## src/rtl/uart_pkg.sv

```systemverilog
// Shared types for the UART receive-side packet logic: frame FSM states,
// error cause codes and the default frame sync marker.
package uart_pkg;

  typedef enum logic [2:0] {
    S_IDLE    = 3'd0,
    S_LEN     = 3'd1,
    S_PAYLOAD = 3'd2,
    S_CSUM    = 3'd3,
    S_DRAIN   = 3'd4
  } frame_state_t;

  typedef enum logic [1:0] {
    ERR_BAD_LEN = 2'd0,
    ERR_CSUM    = 2'd1,
    ERR_TIMEOUT = 2'd2,
    ERR_OVERRUN = 2'd3
  } frame_err_t;

  localparam logic [7:0] DEFAULT_SYNC_BYTE = 8'hA5;

endpackage

```

## src/rtl/uart_timeout_cnt.sv

```systemverilog
// Inter-byte watchdog: counts s_tick while enabled, clears on clr, and strobes
// expired on the tick that would take the count past TIMEOUT_TICKS-1.
module uart_timeout_cnt #(
  parameter int TIMEOUT_TICKS = 480
) (
  input  logic clk,
  input  logic rst_n,
  input  logic en,
  input  logic clr,
  input  logic s_tick,
  output logic expired
);

  localparam int CNT_W = $clog2(TIMEOUT_TICKS + 1);
  localparam logic [CNT_W-1:0] CNT_LAST = CNT_W'(TIMEOUT_TICKS - 1);

  logic [CNT_W-1:0] cnt;

  // A byte arriving on the same cycle as the final tick cancels the expiry.
  assign expired = en && !clr && s_tick && (cnt == CNT_LAST);

  always_ff @(posedge clk or negedge rst_n) begin
    if (!rst_n) begin
      cnt <= '0;
    end else if (!en || clr || expired) begin
      cnt <= '0;
    end else if (s_tick) begin
      cnt <= cnt + CNT_W'(1);
    end
  end

endmodule

```

## src/rtl/uart_rx_frame_ctrl.sv

```systemverilog
// Frame hunter behind the UART receiver: sync, length, payload (and checksum
// when UART_RX_FRAME_CSUM_EN is defined), then releases the buffered payload.
module uart_rx_frame_ctrl
  import uart_pkg::*;
#(
  parameter logic [7:0] SYNC_BYTE     = DEFAULT_SYNC_BYTE,
  parameter int         MAX_LEN       = 16,
  parameter int         TIMEOUT_TICKS = 480
) (
  input  logic         clk,
  input  logic         rst_n,
  input  logic         s_tick,
  input  logic [7:0]   rx_data,
  input  logic         rx_done,
  output logic [7:0]   pkt_data,
  output logic         pkt_valid,
  input  logic         pkt_ready,
  output logic         pkt_last,
  output logic         err_valid,
  output logic [1:0]   err_code,
  output logic         busy,
  output frame_state_t state_dbg
);

  localparam int         PTR_W     = (MAX_LEN > 1) ? $clog2(MAX_LEN) : 1;
  localparam logic [7:0] MAX_LEN_B = 8'(MAX_LEN);

  frame_state_t state;
  logic [7:0]   len;
  logic [7:0]   wr_ptr;
  logic [7:0]   rd_ptr;
  logic [7:0]   rd_next;
`ifdef UART_RX_FRAME_CSUM_EN
  logic [7:0]   sum;
`endif
  logic [7:0]   buf_mem [MAX_LEN];
  logic         tmo_en;
  logic         tmo_expired;

  assign tmo_en    = (state == S_LEN) || (state == S_PAYLOAD) || (state == S_CSUM);
  assign rd_next   = rd_ptr + 8'd1;
  assign busy      = (state != S_IDLE);
  assign state_dbg = state;

  uart_timeout_cnt #(.TIMEOUT_TICKS(TIMEOUT_TICKS)) u_timeout (
    .clk     (clk),
    .rst_n   (rst_n),
    .en      (tmo_en),
    .clr     (rx_done),
    .s_tick  (s_tick),
    .expired (tmo_expired)
  );

  // Payload storage is deliberately not reset; errors just abandon it.
  always_ff @(posedge clk) begin
    if (state == S_PAYLOAD && rx_done) begin
      buf_mem[wr_ptr[PTR_W-1:0]] <= rx_data;
    end
  end

  // Output stream: a byte moves on any cycle with pkt_valid && pkt_ready;
  // while pkt_valid is high and pkt_ready low, pkt_data and pkt_last hold.
  always_ff @(posedge clk or negedge rst_n) begin
    if (!rst_n) begin
      state     <= S_IDLE;
      len       <= '0;
      wr_ptr    <= '0;
      rd_ptr    <= '0;
`ifdef UART_RX_FRAME_CSUM_EN
      sum       <= '0;
`endif
      pkt_data  <= '0;
      pkt_valid <= 1'b0;
      pkt_last  <= 1'b0;
      err_valid <= 1'b0;
      err_code  <= '0;
    end else begin
      err_valid <= 1'b0;
      case (state)
        S_IDLE: begin
          if (rx_done && rx_data == SYNC_BYTE) state <= S_LEN;
        end
        S_LEN: begin
          if (rx_done) begin
            len <= rx_data;
            if (rx_data == 8'd0 || rx_data > MAX_LEN_B) begin
              err_valid <= 1'b1;
              err_code  <= ERR_BAD_LEN;
              state     <= S_IDLE;
            end else begin
              wr_ptr <= '0;
`ifdef UART_RX_FRAME_CSUM_EN
              sum    <= rx_data;
`endif
              state  <= S_PAYLOAD;
            end
          end else if (tmo_expired) begin
            err_valid <= 1'b1;
            err_code  <= ERR_TIMEOUT;
            state     <= S_IDLE;
          end
        end
        S_PAYLOAD: begin
          if (rx_done) begin
            wr_ptr <= wr_ptr + 8'd1;
`ifdef UART_RX_FRAME_CSUM_EN
            sum    <= sum + rx_data;
            if (wr_ptr == len - 8'd1) state <= S_CSUM;
`else
            if (wr_ptr == len - 8'd1) begin
              // The final byte lands in the buffer this same edge, so a
              // one-byte frame forwards it straight to the output.
              rd_ptr    <= '0;
              pkt_data  <= (wr_ptr == 8'd0) ? rx_data : buf_mem[0];
              pkt_valid <= 1'b1;
              pkt_last  <= (len == 8'd1);
              state     <= S_DRAIN;
            end
`endif
          end else if (tmo_expired) begin
            err_valid <= 1'b1;
            err_code  <= ERR_TIMEOUT;
            state     <= S_IDLE;
          end
        end
`ifdef UART_RX_FRAME_CSUM_EN
        S_CSUM: begin
          if (rx_done) begin
            if (rx_data == sum) begin
              rd_ptr    <= '0;
              pkt_data  <= buf_mem[0];
              pkt_valid <= 1'b1;
              pkt_last  <= (len == 8'd1);
              state     <= S_DRAIN;
            end else begin
              err_valid <= 1'b1;
              err_code  <= ERR_CSUM;
              state     <= S_IDLE;
            end
          end else if (tmo_expired) begin
            err_valid <= 1'b1;
            err_code  <= ERR_TIMEOUT;
            state     <= S_IDLE;
          end
        end
`endif
        S_DRAIN: begin
          if (rx_done) begin
            err_valid <= 1'b1;
            err_code  <= ERR_OVERRUN;
          end
          if (pkt_ready) begin
            if (pkt_last) begin
              pkt_valid <= 1'b0;
              pkt_last  <= 1'b0;
              state     <= S_IDLE;
            end else begin
              rd_ptr   <= rd_next;
              pkt_data <= buf_mem[rd_next[PTR_W-1:0]];
              pkt_last <= (rd_next == len - 8'd1);
            end
          end
        end
        default: state <= S_IDLE;
      endcase
    end
  end

endmodule
```

## config.mk

```make
export PLATFORM = sky130hd
export DESIGN_NAME = uart_rx_frame_ctrl
export DESIGN_NICKNAME = d
export VERILOG_FILES = /design/src/rtl/uart_pkg.sv /design/src/rtl/uart_timeout_cnt.sv /design/src/rtl/uart_rx_frame_ctrl.sv
export SDC_FILE = /design/constraint.sdc
export NUM_CORES = 1
export LEC_CHECK = 0
export ABC_AREA = 1
export CORE_AREA = 2 2 100 199
export CTS_BUF_LIST = sky130_fd_sc_hd__clkbuf_8
export DETAILED_ROUTE_END_ITERATION = 12
export DIE_AREA = 0 0 102 201
export PLACE_DENSITY = 0.69
export SYNTH_ARGS = -nofsm -noshare
export SYNTH_HDL_FRONTEND = slang
export SYNTH_HIERARCHICAL = 1
export SYNTH_SLANG_ARGS = --single-unit
```

## constraint.sdc

```tcl
create_clock -name clk -period 3.4 [get_ports clk]
set_clock_uncertainty 0.2 [all_clocks]
set_input_delay 0.68 -clock clk [delete_from_list [all_inputs] [get_ports clk]]
set_output_delay 0.68 -clock clk [all_outputs]
set_load 0.01 [all_outputs]
```

# --- After elaboration in Yosys (flattened, before gate mapping) ---
# Memory sizes are Yosys's and may differ from the RTL's.
# Index checks and enable logic that the tools add are counted.
totals:
  reg_bits: 49
  ramBits: 128
  mem_count: 1
  in_bits: 13
op_classes:
  n_lt_le_gt_ge: 1
  n_reduce_logical: 27
  addsub: 4
  mux: 50
  eq_ne: 21
mem_list:
  columns: ["name", "depth", "word_bits", "rd", "rd_clocked_by_memory_dff", "wr", "line", "text"]
  rows:
  - ["buf_mem", 16, 8, 2, 0, 1, "uart_rx_frame_ctrl.sv:36", "logic [7:0] buf_mem [MAX_LEN];"]
op_table:
  columns: ["operator", "count"]
  rows:
  - ["$mux 8", 12]
  - ["$pmux 8 s2", 3]
  - ["$mux 3", 7]
  - ["$mux 9", 2]
  - ["$ne 2x2->1 const B", 9]
  - ["$add 8x1->8 const B", 2]
  - ["$eq 8x8->1", 2]
  - ["$logic_not 8->1", 2]
  - ["$reduce_and 4->1", 4]
  - ["$mux 1", 15]
  - ["$mux 2", 6]
  - ["$pmux 3 s4", 1]
  - ["$reduce_and 5->1", 2]
  - ["$add 9x1->9 const B", 1]
  - ["$eq 9x9->1 const B", 1]
  - ["$eq 8x1->1 const B", 1]
  - ["$eq 8x8->1 const B", 1]
  - ["$gt 8x5->1 const B", 1]
  - ["$sub 8x1->8 const B", 1]
  - ["$eq 3x2->1 const B", 2]
  - ["$ne 3x2->1 const B", 2]
  - ["$pmux 2 s3", 1]
  - ["$reduce_bool 2->1", 3]
  - ["$reduce_bool 3->1", 2]
  - ["10 further kinds", 20]

# --- Logic depth before layout (Yosys ltp) ---
logic_depth:
  word_depth: 9
  ltp_mapped: 16

# --- By module ---
# The synthesis kept the hierarchy.
modules_own_cells:
  columns: ["module", "seq_area_each_um2", "cells_per_inst", "instances", "area_each_um2"]
  rows:
  - ["uart_rx_frame_ctrl", 4844.6, 821, 1, 7841.3]
  - ["uart_timeout_cnt", 225.2, 69, 1, 550.5]

# --- Worst setup path after synthesis ---
# No wires, ideal clock.
synth_timing:
  kind: "input-to-reg"
  from: "input rx_done"
  to: "memory buf_mem[4][0] (enable)"
  arrival_ps: 1576
  slack_ps: 1253
  setup_time_ps: 370
  path_stages: 4
  path_buffers: 0
  required_time_ps: 2830
  cell_sequence: "inv_1 > nor2_1 > nand2_1 > nor2_1"
synth_via:
  elab_chain_cells: 3
synth_lines:
  columns: ["item", "line", "text"]
  rows:
  - ["start: declaration", "uart_rx_frame_ctrl.sv:14", "input logic rx_done,"]
  - ["$logic_and 1x1->1", "uart_rx_frame_ctrl.sv:56", "if (state == S_PAYLOAD && rx_done) begin"]
  - ["$mux 1", "uart_rx_frame_ctrl.sv:56", null]
  - ["$mux 1 (implied by the code)", "uart_rx_frame_ctrl.sv:57", "buf_mem[wr_ptr[PTR_W-1:0]] <= rx_data;"]
  - ["end: declaration", "uart_rx_frame_ctrl.sv:36", null]
# No other way between the ends.

# --- Worst setup path after layout ---
layout_timing:
  from: "register state[1], in the netlist state_dbg[1]"
  to: "output busy"
layout_via:
  elab_chain_cells: 1
layout_lines:
  columns: ["item", "line", "text"]
  rows:
  - ["start: declaration", "uart_rx_frame_ctrl.sv:28", "frame_state_t state;"]
  - ["start signal: assignment", "uart_rx_frame_ctrl.sv:65", "state <= S_IDLE;"]
  - ["start signal: assignment", "uart_rx_frame_ctrl.sv:81", "if (rx_done && rx_data == SYNC_BYTE) state <= S_LEN;"]
  - ["start signal: assignment", "uart_rx_frame_ctrl.sv:89", "state <= S_IDLE;"]
  - ["$reduce_bool 3->1", "uart_rx_frame_ctrl.sv:42", "assign busy = (state != S_IDLE);"]
  - ["end: declaration", "uart_rx_frame_ctrl.sv:21", "output logic busy,"]
# No other way between the ends.

==> qor.log <==
[power_and_ir_drop] Power Internal 4.17 mW
[sta] total count of max-transition violations in the final report 0
[clock_network] clock latency on the worst-skew pair 470 ps
[run_status] result of the run complete, no violations
[power_and_ir_drop] net switching power figure 3.31 mW
[synthesis] average cell area after synthesis 9.43 sq um
[setup_path] Setup crit end kind output pin
[clock_network] TritonCTS clock tree yes
[placement] post-placement worst setup slack 551 ps
[drt] drt wl/cell 17.5 microns
[final_layout] layout net count 961
[synthesis] top-area cell type share of the netlist area 0.458
[worst_hold_path] type of the worst min-delay path in -> async
[drt] DRT Pass-1 Iters 5
[power_and_ir_drop] proportion of power drawn by the clock network 0.199
[global_route] global-route total usage across every layer 0.216
[clock_network] count of hold buffers inserted by post-cts repair 0
[synthesis] sequential-to-total area share from yosys stat 0.604
[clock_network] number of buffers added for setup after CTS 0
[synthesis] Primary FF master, synth sky130_fd_sc_hd__edfxtp_1
[drt] WL final 21.2 mm
[synthesis] count of flip-flops with a built-in enable after synthesis 128
[clock_network] H-tree level count 4
[synthesis] total of warnings raised by yosys 6
[setup_path] data required time of the worst path 2520 ps
[placement] port bufs 29
[flow_run] Max-cap violations 0
[die] die area 20500 sq um
[synthesis] most numerous cell types in the synthesized netlist 206 x sky130_fd_sc_hd__nand2_1, 143 x sky130_fd_sc_hd__nor2_1, 128 x sky130_fd_sc_hd__edfxtp_1, 83 x sky130_fd_sc_hd__o21ai_0, 69 x sky130_fd_sc_hd__nand3_1
[power_and_ir_drop] part of the total power dissipated in sequential elements 0.358
[global_route] maximum number of pins on one net before global-route repair 68
[die] cell row count 72
[setup_path] sort of element at the start of the critical path flip-flop
[sta] setup repair after global routing missed its margin no
[die] height of the die 201 microns
[global_route] wire length of the first global-routing pass 33.6 mm
[sta] maximum frequency from static timing analysis 378 MHz
[synthesis] top post-synthesis cells by area sky130_fd_sc_hd__edfxtp_1 46%, sky130_fd_sc_hd__dfrtp_1 15%, sky130_fd_sc_hd__nand2_1 9.2%, sky130_fd_sc_hd__nor2_1 6.4%, sky130_fd_sc_hd__o21ai_0 5.0%
[power_and_ir_drop] worst IR drop on VDD 675 uV
[synthesis] combined area of all synthesized cells 8390 sq um
[power_and_ir_drop] Switching Fraction 0.443
[setup_path] arrival time reported for the critical path endpoint 1760 ps
[setup_path] cell-by-cell listing of the critical path nor2_1, nand2_1, clkdlybuf4s50_1
[sta] slew at the pin closest to its max-slew limit 713 ps
[synthesis] proportion of synthesized flip-flops having asynchronous set or reset 0.277
[setup_path] cell with the largest stage delay on the worst path sky130_fd_sc_hd__clkdlybuf4s50_1
[final_layout] area grow syn2layout 13.4%
[sta] final worst-path cycle share 0.778
[synthesis] net count of the mapped netlist 911
[clock_network] Max Root-Sink Buffers 2
[synthesis] #FFs+latches synth 177
[power_and_ir_drop] static leakage power 3.78 nW
[power_and_ir_drop] power density normalized to cell area 787 nW/um^2
[clock_network] clock root buffer sky130_fd_sc_hd__clkbuf_8
[final_layout] count of filler cells inserted in the layout 1821
[drt] antenna viol nets, final 0
[die] Core Area 19100 sq um
[final_layout] fraction of final layout cells sized beyond drive strength 1 0.103
[die] initial core utilization 0.439
[clock_network] cts bufs inserted 17
[clock_network] clock-pin slew of the registers on the worst-case setup and hold paths 100 ps
[synthesis] Mapped Cells 890
[die] Chip Width 102 microns
[setup_path] end of the worst register-to-register path rd_ptr[0]
[sta] Setup-failing EPs final 0
[sta] final count of hold timing violations 0
[placement] Post-DP HPWL 14.4 mm
[synthesis] most common cell in the synthesized netlist sky130_fd_sc_hd__nand2_1
[setup_path] number of cell instances on the worst register-to-register path 13
[sta] setup ws final 755 ps
[global_route] GR Overflow Total 0
[setup_path] peak fanout along the critical path 4
[drt] average via count per standard cell 5.44
[sta] max_slew headroom 0.525
[drt] initial drt markers 647
[clock_network] # resized after CTS 0
[setup_path] reg-to-reg setup timing slack 850 ps
[clock_network] count of clock tree sinks 177
[drt] drt drc 0
[drt] via count of the routed design 6591
[sta] clock period minus worst slack 2640 ps
[global_route] antenna violations before repair 0
[setup_path] Reg2Reg Launch Point len[0]
[global_route] vias in the first global route 6343
[setup_path] Setup Crit Path Kind reg -> out
[setup_path] largest incremental delay on the critical path 500 ps
[synthesis] number of unique standard cell types used by synthesis 40
[power_and_ir_drop] combinational cell fraction of total power 0.443
[placement] gp weighted congestion 0.941
[die] boundary pin count 30
[sta] accumulated negative setup slack 0 ps
[final_layout] number of antenna diodes 0
[synthesis] post-synthesis cell type with the largest combined area sky130_fd_sc_hd__edfxtp_1
layer usage:
metal | wire length [microns] | up-vias | part of all wire | global-route usage
li1 | - | 3136 | - | -
met1 | 8940 | 3108 | 0.42 | 0.309
met2 | 10100 | 306 | 0.47 | 0.340
met3 | 1650 | 41 | 0.078 | 0.0306
met4 | 563 | 0 | 0.027 | 0.0690
met5 | 0 | - | 0 | 0
flip-flops by register name, summed over array words and instances, names as in the netlist:
name / count
buf_mem: 128
len: 8
pkt_last: 1
u_timeout/cnt: 9
wr_ptr: 8
rd_ptr: 8
pkt_data: 8
state_dbg: 3
pkt_valid: 1
err_code: 2
err_valid: 1
power by group through the flow:
stage	Sequential [mW]	Combinational [mW]	Clock, mW
finish	2.68	3.32	1.49
global route	2.71	3.67	1.59
CTS	2.68	3.25	1.51
detailed placement	2.72	3.24	0
global placement	2.71	3.20	0
floorplan	2.70	2.20	0
per-stage QoR:
step | utilization | cell area, sq um | total power [mW] | instances | hold WS, ps
2_1_floorplan | - | 8390 | 4.91 | 890 | 184
3_3_place_gp | 0.477 | 9100 | 5.92 | 1180 | 255
3_5_place_dp | 0.477 | 9100 | 5.96 | 1180 | 258
4_1_cts | 0.498 | 9510 | 7.44 | 1212 | 74.9
5_1_grt | 0.498 | 9510 | 7.96 | 1212 | 107
6_report | 0.498 | 9510 | 7.49 | 1212 | 65.0
how the worst max path moves through the flow:
stage / startpoint / endpoint / slack [ps] / cells past startpoint
floorplan: rx_done / buf_mem[4][0] / 1250 / 4
detailed placement: s_tick / err_code[0] / 550 / 6
global placement: rx_done / buf_mem[11][4] / 650 / 7
CTS: state_dbg[0] / busy / 720 / 3
finish: state_dbg[1] / busy / 760 / 3
global route: len[0] / rd_ptr[0] / 590 / 13
kinds of logic (layout without fill, tap and decap cells):
group | after synthesis | after routing | share of synthesized area
AOI/OAI and AO/OA | 142 | 142 | 0.0941
xor gates and xnor gates | 4 | 4 | 0.00418
buffers and inverters | 92 | 155 | 0.0449
adders and majority gates | 8 | 8 | 0.0119
and+or+nand+nor | 467 | 467 | 0.241
DFF | 177 | 177 | 0.604
critical path, delay by kind of cell, from the launching register on:
kind / cells / cell delay [ps]
flip-flops: 1 / 430
AND/OR/NAND/NOR: 2 / 360
buffers and inverters: 1 / 500
area by class of cell:
cell class | instances | area [sq um] | area share
Clock inverter | 15 | 178 | 0.0187
Tap cell | 259 | 324 | 0.0341
Multi-Input combinational cell | 621 | 2950 | 0.310
Clock buffer | 17 | 234 | 0.0246
Sequential cell | 177 | 5070 | 0.533
Timing Repair Buffer | 62 | 533 | 0.0560
Inverter | 61 | 229 | 0.0241
placed cells by master (no fill, tap or decap), types with 2 or more instances in the layout:
| cell | synthesis | final |
|---|---|---|
| sky130_fd_sc_hd__buf_4 | 0 | 33 |
| sky130_fd_sc_hd__nor2_2 | 9 | 9 |
| sky130_fd_sc_hd__ha_1 | 8 | 8 |
| sky130_fd_sc_hd__a21oi_1 | 19 | 19 |
| sky130_fd_sc_hd__nor4_1 | 2 | 2 |
| sky130_fd_sc_hd__o21bai_1 | 3 | 3 |
| sky130_fd_sc_hd__nor3_1 | 7 | 7 |
| sky130_fd_sc_hd__nand4_1 | 12 | 12 |
| sky130_fd_sc_hd__inv_8 | 0 | 6 |
| sky130_fd_sc_hd__o22ai_1 | 30 | 30 |
| sky130_fd_sc_hd__nand3_2 | 2 | 2 |
| sky130_fd_sc_hd__nand2_4 | 2 | 2 |
| sky130_fd_sc_hd__nand3_1 | 69 | 69 |
| sky130_fd_sc_hd__nand2_1 | 206 | 206 |
| sky130_fd_sc_hd__edfxtp_1 | 128 | 128 |
| sky130_fd_sc_hd__clkbuf_8 | 0 | 17 |
| sky130_fd_sc_hd__nand2_2 | 6 | 6 |
| sky130_fd_sc_hd__clkinv_8 | 0 | 2 |
| sky130_fd_sc_hd__nor2_4 | 3 | 3 |
| sky130_fd_sc_hd__nor2_1 | 143 | 143 |
| sky130_fd_sc_hd__inv_2 | 2 | 2 |
| sky130_fd_sc_hd__dfrtp_1 | 49 | 48 |
| sky130_fd_sc_hd__inv_1 | 57 | 57 |
| sky130_fd_sc_hd__clkinv_1 | 2 | 2 |
| sky130_fd_sc_hd__inv_6 | 0 | 4 |
| sky130_fd_sc_hd__xor2_1 | 3 | 3 |
| sky130_fd_sc_hd__o21ai_0 | 83 | 83 |
| sky130_fd_sc_hd__clkdlybuf4s50_1 | 0 | 28 |
(Power assumes the default switching activity.)
